## src/rtl/alu_bist_pkg.sv

```systemverilog
// Shared types and constants for the ALU built-in self-test controller.
package alu_bist_pkg;

  typedef enum logic [1:0] {
    IDLE    = 2'd0,
    LOAD    = 2'd1,
    CAPTURE = 2'd2,
    CHECK   = 2'd3
  } bist_state_t;

  // Feedback taps shared by the operand LFSR and the response MISR.
  localparam logic [31:0] BIST_POLY = 32'h0040_0007;

  localparam int CNT_W        = 4;
  localparam int SHAMT_W      = 5;
  localparam int NUM_DIRECTED = 4;

  typedef struct packed {
    logic [31:0]        op1;
    logic [31:0]        op2;
    logic [SHAMT_W-1:0] shamt;
  } dir_pat_t;

  // Corner-case operand pairs applied ahead of the random patterns when the
  // directed phase is built in.
  localparam dir_pat_t DIRECTED_PATS [NUM_DIRECTED] = '{
    '{op1: 32'h0000_0000, op2: 32'h0000_0000, shamt: 5'd0},
    '{op1: 32'hFFFF_FFFF, op2: 32'h0000_0001, shamt: 5'd31},
    '{op1: 32'h7FFF_FFFF, op2: 32'h0000_0001, shamt: 5'd1},
    '{op1: 32'h0000_0003, op2: 32'h0000_0003, shamt: 5'd1}
  };

  // One Galois left-shift step.
  function automatic logic [31:0] galois_step(input logic [31:0] v);
    return (v << 1) ^ (v[31] ? BIST_POLY : 32'h0);
  endfunction

endpackage

```

## src/rtl/alu_bist_lfsr.sv

```systemverilog
// bist_lfsr32: 32-bit Galois register used either as a free-running operand
// generator (advances two steps per update) or as a MISR (one step per
// update with the response word folded in).
module bist_lfsr32
  import alu_bist_pkg::*;
#(
  parameter logic [31:0] SEED    = 32'h0000_0001,
  parameter bit          DATA_EN = 1'b0
) (
  input  logic        clk,
  input  logic        rst_n,
  input  logic        load,
  input  logic        step,
  input  logic [31:0] data,
  output logic [31:0] value,
  output logic [31:0] step1,
  output logic [31:0] step2
);

  logic [31:0] value_reg;
  logic [31:0] value_next;

  assign step1 = galois_step(value_reg);
  assign step2 = galois_step(step1);
  assign value = value_reg;

  generate
    if (DATA_EN) begin : g_misr
      assign value_next = step1 ^ data;
    end else begin : g_gen
      logic unused_data;
      assign unused_data = ^data;
      assign value_next  = step2;
    end
  endgenerate

  // Reload the seed on reset or load, otherwise advance when stepped.
  always_ff @(posedge clk or negedge rst_n) begin
    if (!rst_n) begin
      value_reg <= SEED;
    end else if (load) begin
      value_reg <= SEED;
    end else if (step) begin
      value_reg <= value_next;
    end
  end

endmodule

```

## src/rtl/alu_bist_ctrl.sv

```systemverilog
// alu_bist_ctrl: drives pseudo-random operand pairs into the ALU, sweeps the
// control codes for each pair, compacts {result, zero} into a MISR and checks
// the final signature against GOLDEN_SIG.
// Optional macro ALU_BIST_DIRECTED_EN adds four directed operand pairs that
// run before the random patterns.
module alu_bist_ctrl
  import alu_bist_pkg::*;
#(
  parameter int          NUM_PATTERNS = 64,
  parameter int          NUM_OPS      = 8,
  parameter logic [31:0] LFSR_SEED    = 32'h0000_0001,
  parameter logic [31:0] GOLDEN_SIG   = 32'h0000_0000
) (
  input  logic               clk,
  input  logic               rst_n,
  input  logic               start,
  input  logic               abort,
  output logic [31:0]        alu_input1,
  output logic [31:0]        alu_input2,
  output logic [CNT_W-1:0]   alu_cnt,
  output logic [SHAMT_W-1:0] alu_shamt,
  input  logic [31:0]        alu_result,
  input  logic               alu_zero,
  output logic               busy,
  output logic               done,
  output logic               pass,
  output logic [31:0]        signature
);

  localparam logic [CNT_W-1:0] LAST_OP  = CNT_W'(NUM_OPS - 1);
  localparam logic [15:0]      LAST_PAT = 16'(NUM_PATTERNS - 1);

  bist_state_t state_reg;
  logic [15:0] pat_reg;
  logic        start_run;
  logic        opgen_step;
  logic        misr_step;
  logic [31:0] misr_data;
  logic [31:0] op_step1;
  logic [31:0] op_step2;
  logic [31:0] unused_op_value;
  logic [31:0] unused_misr_s1;
  logic [31:0] unused_misr_s2;

`ifdef ALU_BIST_DIRECTED_EN
  logic [2:0] dir_idx_reg;
  logic       dir_now;
  assign dir_now    = (dir_idx_reg != 3'(NUM_DIRECTED));
  assign opgen_step = (state_reg == LOAD) && !abort && !dir_now;
`else
  assign opgen_step = (state_reg == LOAD) && !abort;
`endif

  assign busy      = (state_reg != IDLE);
  assign start_run = (state_reg == IDLE) && start;
  assign misr_step = (state_reg == CAPTURE) && !abort;
  assign misr_data = alu_result ^ {31'b0, alu_zero};

  bist_lfsr32 #(.SEED(LFSR_SEED), .DATA_EN(1'b0)) u_opgen (
    .clk   (clk),
    .rst_n (rst_n),
    .load  (start_run),
    .step  (opgen_step),
    .data  (32'h0),
    .value (unused_op_value),
    .step1 (op_step1),
    .step2 (op_step2)
  );

  bist_lfsr32 #(.SEED(32'h0), .DATA_EN(1'b1)) u_misr (
    .clk   (clk),
    .rst_n (rst_n),
    .load  (start_run),
    .step  (misr_step),
    .data  (misr_data),
    .value (signature),
    .step1 (unused_misr_s1),
    .step2 (unused_misr_s2)
  );

  // Run sequencing and registered ALU-facing outputs; abort overrides all.
  always_ff @(posedge clk or negedge rst_n) begin
    if (!rst_n) begin
      state_reg  <= IDLE;
      pat_reg    <= '0;
      alu_input1 <= '0;
      alu_input2 <= '0;
      alu_cnt    <= '0;
      alu_shamt  <= '0;
      done       <= 1'b0;
      pass       <= 1'b0;
`ifdef ALU_BIST_DIRECTED_EN
      dir_idx_reg <= '0;
`endif
    end else if (abort && state_reg != IDLE) begin
      state_reg <= IDLE;
      done      <= 1'b0;
      pass      <= 1'b0;
    end else begin
      case (state_reg)
        IDLE: begin
          if (start) begin
            pat_reg   <= '0;
            alu_cnt   <= '0;
            done      <= 1'b0;
            pass      <= 1'b0;
            state_reg <= LOAD;
`ifdef ALU_BIST_DIRECTED_EN
            dir_idx_reg <= '0;
`endif
          end
        end
        LOAD: begin
`ifdef ALU_BIST_DIRECTED_EN
          if (dir_now) begin
            alu_input1 <= DIRECTED_PATS[dir_idx_reg[1:0]].op1;
            alu_input2 <= DIRECTED_PATS[dir_idx_reg[1:0]].op2;
            alu_shamt  <= DIRECTED_PATS[dir_idx_reg[1:0]].shamt;
          end else
`endif
          begin
            alu_input1 <= op_step1;
            alu_input2 <= op_step2;
            alu_shamt  <= op_step1[SHAMT_W-1:0];
          end
          alu_cnt   <= '0;
          state_reg <= CAPTURE;
        end
        CAPTURE: begin
          if (alu_cnt != LAST_OP) begin
            alu_cnt <= alu_cnt + 4'd1;
          end
`ifdef ALU_BIST_DIRECTED_EN
          else if (dir_now) begin
            dir_idx_reg <= dir_idx_reg + 3'd1;
            state_reg   <= LOAD;
          end
`endif
          else if (pat_reg != LAST_PAT) begin
            pat_reg   <= pat_reg + 16'd1;
            state_reg <= LOAD;
          end else begin
            state_reg <= CHECK;
          end
        end
        CHECK: begin
          pass      <= (signature == GOLDEN_SIG);
          done      <= 1'b1;
          state_reg <= IDLE;
        end
        default: state_reg <= IDLE;
      endcase
    end
  end

endmodule

```

## config.mk

```make
export PLATFORM = sky130hd
export DESIGN_NAME = alu_bist_ctrl
export DESIGN_NICKNAME = d
export VERILOG_FILES = /design/src/rtl/alu_bist_pkg.sv /design/src/rtl/alu_bist_lfsr.sv /design/src/rtl/alu_bist_ctrl.sv
export SDC_FILE = /design/constraint.sdc
export NUM_CORES = 1
export LEC_CHECK = 0
export ABC_CLOCK_PERIOD_IN_PS = 5800
export CAP_MARGIN = 0
export CELL_PAD_IN_SITES_DETAIL_PLACEMENT = 1
export CELL_PAD_IN_SITES_GLOBAL_PLACEMENT = 2
export CORE_ASPECT_RATIO = 0.75
export CORE_MARGIN = 2
export CORE_UTILIZATION = 25
export CTS_BUF_LIST = sky130_fd_sc_hd__clkbuf_8
export CTS_CLUSTER_DIAMETER = 50
export DETAILED_ROUTE_END_ITERATION = 8
export PLACE_DENSITY_LB_ADDON = 0.12
export SLEW_MARGIN = 20
export SYNTH_ARGS = -nofsm -noshare
export SYNTH_HDL_FRONTEND = slang
export SYNTH_SLANG_ARGS = --single-unit
```

## constraint.sdc

```tcl
create_clock -name clk -period 5.8 [get_ports clk]
set_clock_uncertainty 0.2 [all_clocks]
set_input_delay 1.16 -clock clk [delete_from_list [all_inputs] [get_ports clk]]
set_output_delay 1.16 -clock clk [all_outputs]
set_load 0.005 [all_outputs]
```

# After elaboration in Yosys (flattened, before gate mapping)
# Index checks and enable logic that the tools add are counted.
# word_totals
reg_bits	157
in_bits	37
output_inout_bits	108
# op_classes
add_sub_neg	2
n_eq_ne	11
n_mux	24
n_bitwise	6
n_reduce_logical	18
# op_table
cell	count
32-bit 2-to-1 mux	4
32-bit bitwise XOR	4
23-bit 2-to-1 mux	3
16-bit 2-to-1 mux	3
32-bit logical NOT	1
16-bit case mux with 2 select lines	1
32-bit by 1-bit bitwise XOR with 32-bit output	1
16-bit by 1-bit adder with 16-bit output, second input constant	1
16-bit by 6-bit != test with 1-bit output, second input constant	1
4-bit case mux with 3 select lines	1
2-bit 2-to-1 mux	4
4-bit 2-to-1 mux	2
2-bit case mux with 4 select lines	1
2-bit nonzero test	4
2-bit AND reduction	3
3-bit nonzero test	2
5-bit AND reduction	1
4-bit by 1-bit adder with 4-bit output, second input constant	1
2-bit == test, second input constant	2
1-bit logical AND	4
2-bit by 1-bit != test with 1-bit output, second input constant	2
2-bit != test, second input constant	2
4-bit by 3-bit != test with 1-bit output, second input constant	1
1-bit case mux with 2 select lines	2
other kinds (8)	10

# Logic depth before layout (Yosys ltp)
# logic_depth
ltp_word	6
depth_mapped	7
depth_no_buf	5

# Cells and area by module
# A second synthesis with hierarchy kept.
# unflattened
cells_unflattened	682
area_unflattened_um2	7845.0
# by_module_without_submodules
mod	instances	cells_per_inst	area_each_um2	seq_area_each_um2
alu_bist_ctrl	1	301	3803.6	2202.1
bist_lfsr32 at u_misr	1	212	2239.6	800.8
bist_lfsr32 at u_opgen	1	169	1801.7	802.0

# Worst setup path before layout
# Ideal clock, no wire load.
# synth_timing
path_kind	input port to flip-flop
start	input abort
end	register pat_reg[5]
setup_ns	0.118
arrival_time_ns	2.307
setup_slack_ns	3.175
stages	5
n_path_buf	1
path_cell_list	or3b_1 -> buf_6 -> o21ba_4 -> a221o_1 -> a21o_1
# synth_between
elab_chain_len	3
# synth_lines
item	line_no	rtl
start: declaration	alu_bist_ctrl.sv:17	input logic abort,
1-bit logical AND	alu_bist_ctrl.sv:95	end else if (abort && state_reg != IDLE) begin
1-bit inverter (no source line)	n/a	
5-bit AND reduction (no source line)	n/a	
end signal: assignment	alu_bist_ctrl.sv:140	pat_reg <= pat_reg + 16'd1;
end: declaration	alu_bist_ctrl.sv:34	logic [15:0] pat_reg;
# No other way between the ends.
# A chain may end at the register's enable or synchronous reset.

# Worst setup path after layout
# layout_timing
start	register state_reg[1]
end	output busy
# layout_between
elab_chain_len	1
# layout_lines
item	line_no	rtl
start: declaration	alu_bist_ctrl.sv:33	bist_state_t state_reg;
start signal: assignment	alu_bist_ctrl.sv:84	state_reg <= IDLE;
start signal: assignment	alu_bist_ctrl.sv:96	state_reg <= IDLE;
start signal: assignment	alu_bist_ctrl.sv:107	state_reg <= LOAD;
2-bit nonzero test	alu_bist_ctrl.sv:54	assign busy = (state_reg != IDLE);
end: declaration	alu_bist_ctrl.sv:24	output logic busy,
# No other way between the ends.

==> summary.md <==
| Metric | Value |
|---|---|
| Status | `complete, no violations` |
| Total power | `about 2300 µW` |
| Synth Flop Type | `dfrtp_1` |
| I/O pin cnt | `145` |
| Worst flop-to-flop path endpoint | `pat_reg[10]` |
| Syn nets | `635` |
| Worst-path clk slew | `around 0.080 ns` |
| CP cell instances | `nor2_1 > inv_1 > clkdlybuf4s50_1` |
| Num CTS Buffers | `17` |
| Post-layout min period | `3.205 ns` |
| Clock latency on the worst-skew pair | `0.45 ns` |
| GR Util All Layers | `0.1430` |
| RSZ-0062 raised after global routing | `false` |
| Worst Hold Class | `register to register` |
| Slowest CP cell | `dfrtp_1` |
| Drt pass-1 iters | `5` |
| Reg2reg start | `state_reg[1]` |
| Post-synth EDFFs | `0` |
| Worst path max stage delay | `about 0.64 ns` |
| Worst VDD drop | `about 0.00012 V` |
| Initial antenna violation count | `1` |
| Worst relative slew slack | `0.4003` |
| GRT overflow | `0` |
| Worst hold path startpoint | `alu_input2[2]` |
| Routability cong. | `0.7385` |
| Die Width | `178.8 µm` |
| Worst-path fanout max | `12` |
| CTS HTree Levels | `4` |
| Nature of the critical path endpoint | `output port` |
| Post-CTS Setup Inserts | `0` |
| Clk buf depth | `2` |
| Post-route ant nets | `0` |
| Max cap viols | `0` |
| Post-Syn Instances | `596` |
| Die Y | `approximately 140 µm` |
| Largest net degree at the start of global routing | `78` |
| Synth Area in Simple Gates | `0.1791` |
| # fillers | `2520` |
| Hold Buf Count CTS | `0` |
| Final setup viols | `0` |
| Syn avg cell area | `approximately 9.6 µm²` |
| Setup_tns | `0 ns` |
| Adder-Cell Fraction of Synth Area | `0.004368` |
| Hold Path Sink | `alu_input2[2]` |
| Critical Path Start Type | `register` |
| Post-synthesis cell type count | `53` |
| Mux cell area share after synthesis | `0.008954` |
| Async S/R FF share, synth | `1.000` |
| Flop-to-flop setup slack | `3.18 ns` |
| Reg2Reg Depth | `4` |
| #FFs+latches synth | `between 100 and 150` |
| Register area share after synthesis | `0.5375` |
| Via/cell ratio | `4.575` |
| Core Region | `between 20000 and 25000 µm²` |
| Final Net Count | `734` |
| DR WL/cell | `roughly 16 µm` |
| Synth Warn # | `0` |
| Number of global-route vias before repair | `4835` |
| Antenna diodes | `0` |
| Via count | `~4600` |
| Post-Syn Area | `5729 µm²` |
| WL final | `16.34 mm` |
| Final Hold Fails | `0` |
| Compound-cell area share of the yosys netlist | `0.1249` |
| Critical path class | `register to output port` |
| Worst-margin pin slew | `roughly 0.9 ns` |
| # rows | `between 40 and 50` |
| PwrDens | `308.0 nW/µm²` |
| First-pass GRT wire length | `26.49 mm` |
| CP arrival | `1.85 ns` |
| Hold path cells | `1` |
| Max Clk Rate | `312.0 MHz` |
| Critical Path RT | `approximately 4.4 ns` |
| Initial DRC Count | `approximately 320` |
| Area grow syn2layout | `32.15%` |
| Max-slew violation count | `0` |
| Initial Util | `0.2571` |
| DIE AREA | `between 20000 and 25000 µm²` |
| Main combinational cell family by area after synthesis | `simple AND/OR/NAND/NOR gates` |
| Port bufs | `~140` |
| Static Leakage | `0.003216 µW` |
| Post-Synth XOR/XNOR Area | `0.06573` |
| Root Buffer | `clkbuf_8` |
| Sink Count | `123` |
| CTS tree | `done` |
| DR DRC count | `0` |
| Fin crit share | `0.5527` |
| Gates resized, CTS repair | `0` |
| Share of cells above drive strength 1 | `0.07768` |
| Hpwl dp | `11.11 mm` |
[power breakdown]
part / switching, µW / internal [µW]
Combinational: 227 / 299
Clock: 382 / 381
Sequential: 99.0 / 944
[cell usage after synthesis (all sizes together), types with 2 or more instances]
cell type  instances  area (µm²)
buf               49       346.6
and4               5       43.79
a21oi             39       206.5
o31ai              4       30.03
a41oi              3       26.28
nor4              10       62.56
ha                 2       25.02
dfrtp            122        3053
nand2            165       619.3
o41ai              3       26.28
a211oi             5       47.54
xnor2             37       324.1
xor2               6       52.55
nor2              14       60.06
inv                6       22.52
a21o               2       15.01
nor3               2       10.01
nor4b              2       17.52
a31oi              4       25.02
and2               4       25.02
mux2i              4       40.04
or3b               2       17.52
o21ai             44       224.0
o21a               2       15.01
and3               3       18.77
nor2b              2       12.51
nand4              6       37.54
nand3              8       40.04
clkbuf            23       86.33
nor3b              3       37.54
[stage by stage]
stage	instance area [µm²]	worst slack, ns	hold WS (ns)	cells	util
floorplan	5729	3.175	0.2520	596	-
global placement	7178	2.077	0.2757	970	0.3221
detailed placement	7178	2.049	0.2692	970	0.3221
CTS	7562	2.520	0.2893	1002	0.3393
global route	7571	2.466	0.3166	1002	0.3397
finish	7571	2.595	0.2816	1002	0.3397
[logic make-up (layout without fill, tap and decap cells)]
kind of cell / Yosys count / after routing
compound gates: 116 / 116
buf+inv: 78 / 190
flops: 123 / 123
fa+ha+maj: 2 / 2
mux: 5 / 5
xor+xnor: 43 / 43
simple gates: 229 / 229
[routing by layer]
metal  wire length (µm)  share of wire  global-route usage
met5                  0              0                   0
met4                107         0.0065             0.04426
met3                935          0.057             0.04927
met2               7208           0.44              0.2058
met1               8087           0.49              0.2009
[worst max-delay path: cells and delay by family, from the launching register on]
kind	cells	cell delay, ns
AND/OR/NAND/NOR	1	0.13
buffers and inverters	2	0.63
flip-flops	1	0.64
[cell type report]
| type | count | area [µm²] | area share |
|---|---|---|---|
| Sequential cell | 123 | 3079 | 0.4067 |
| Multi-Input combinational cell | 395 | 2215 | 0.2925 |
| Timing Repair Buffer | 152 | 1503 | 0.1985 |
| Tap cell | 294 | 367.9 | 0.04859 |
| Clock buffer | 17 | 234.0 | 0.03090 |
| Clock inverter | 15 | 150.1 | 0.01983 |
| Inverter | 6 | 22.52 | 0.002975 |
[worst max path at each step]
stage / from / end / slack, ns / cells past startpoint
after detailed placement: start / u_misr.value[11] / 2.05 / 7
after CTS: start / u_misr.value[10] / 2.52 / 7
after global placement: start / u_misr.value[11] / 2.08 / 7
after global routing: state_reg[1] / busy / 2.47 / 3
after floorplan: abort / pat_reg[5] / 3.18 / 5
final: state_reg[1] / busy / 2.59 / 3
[placed cells by master (no fill, tap or decap), drive strengths merged, types with 5 or more instances in the layout]
cell type,count
clkinv,6
clkdlybuf4s50,143
xor2,6
nor4,10
nand2,165
and4,5
buf,9
clkbuf,17
a211oi,5
nand4,6
o21ai,44
inv,10
xnor2,37
a21oi,39
nor2,14
dfrtp,122
nand3,8
Note: power is estimated with default switching activity, not from simulation.
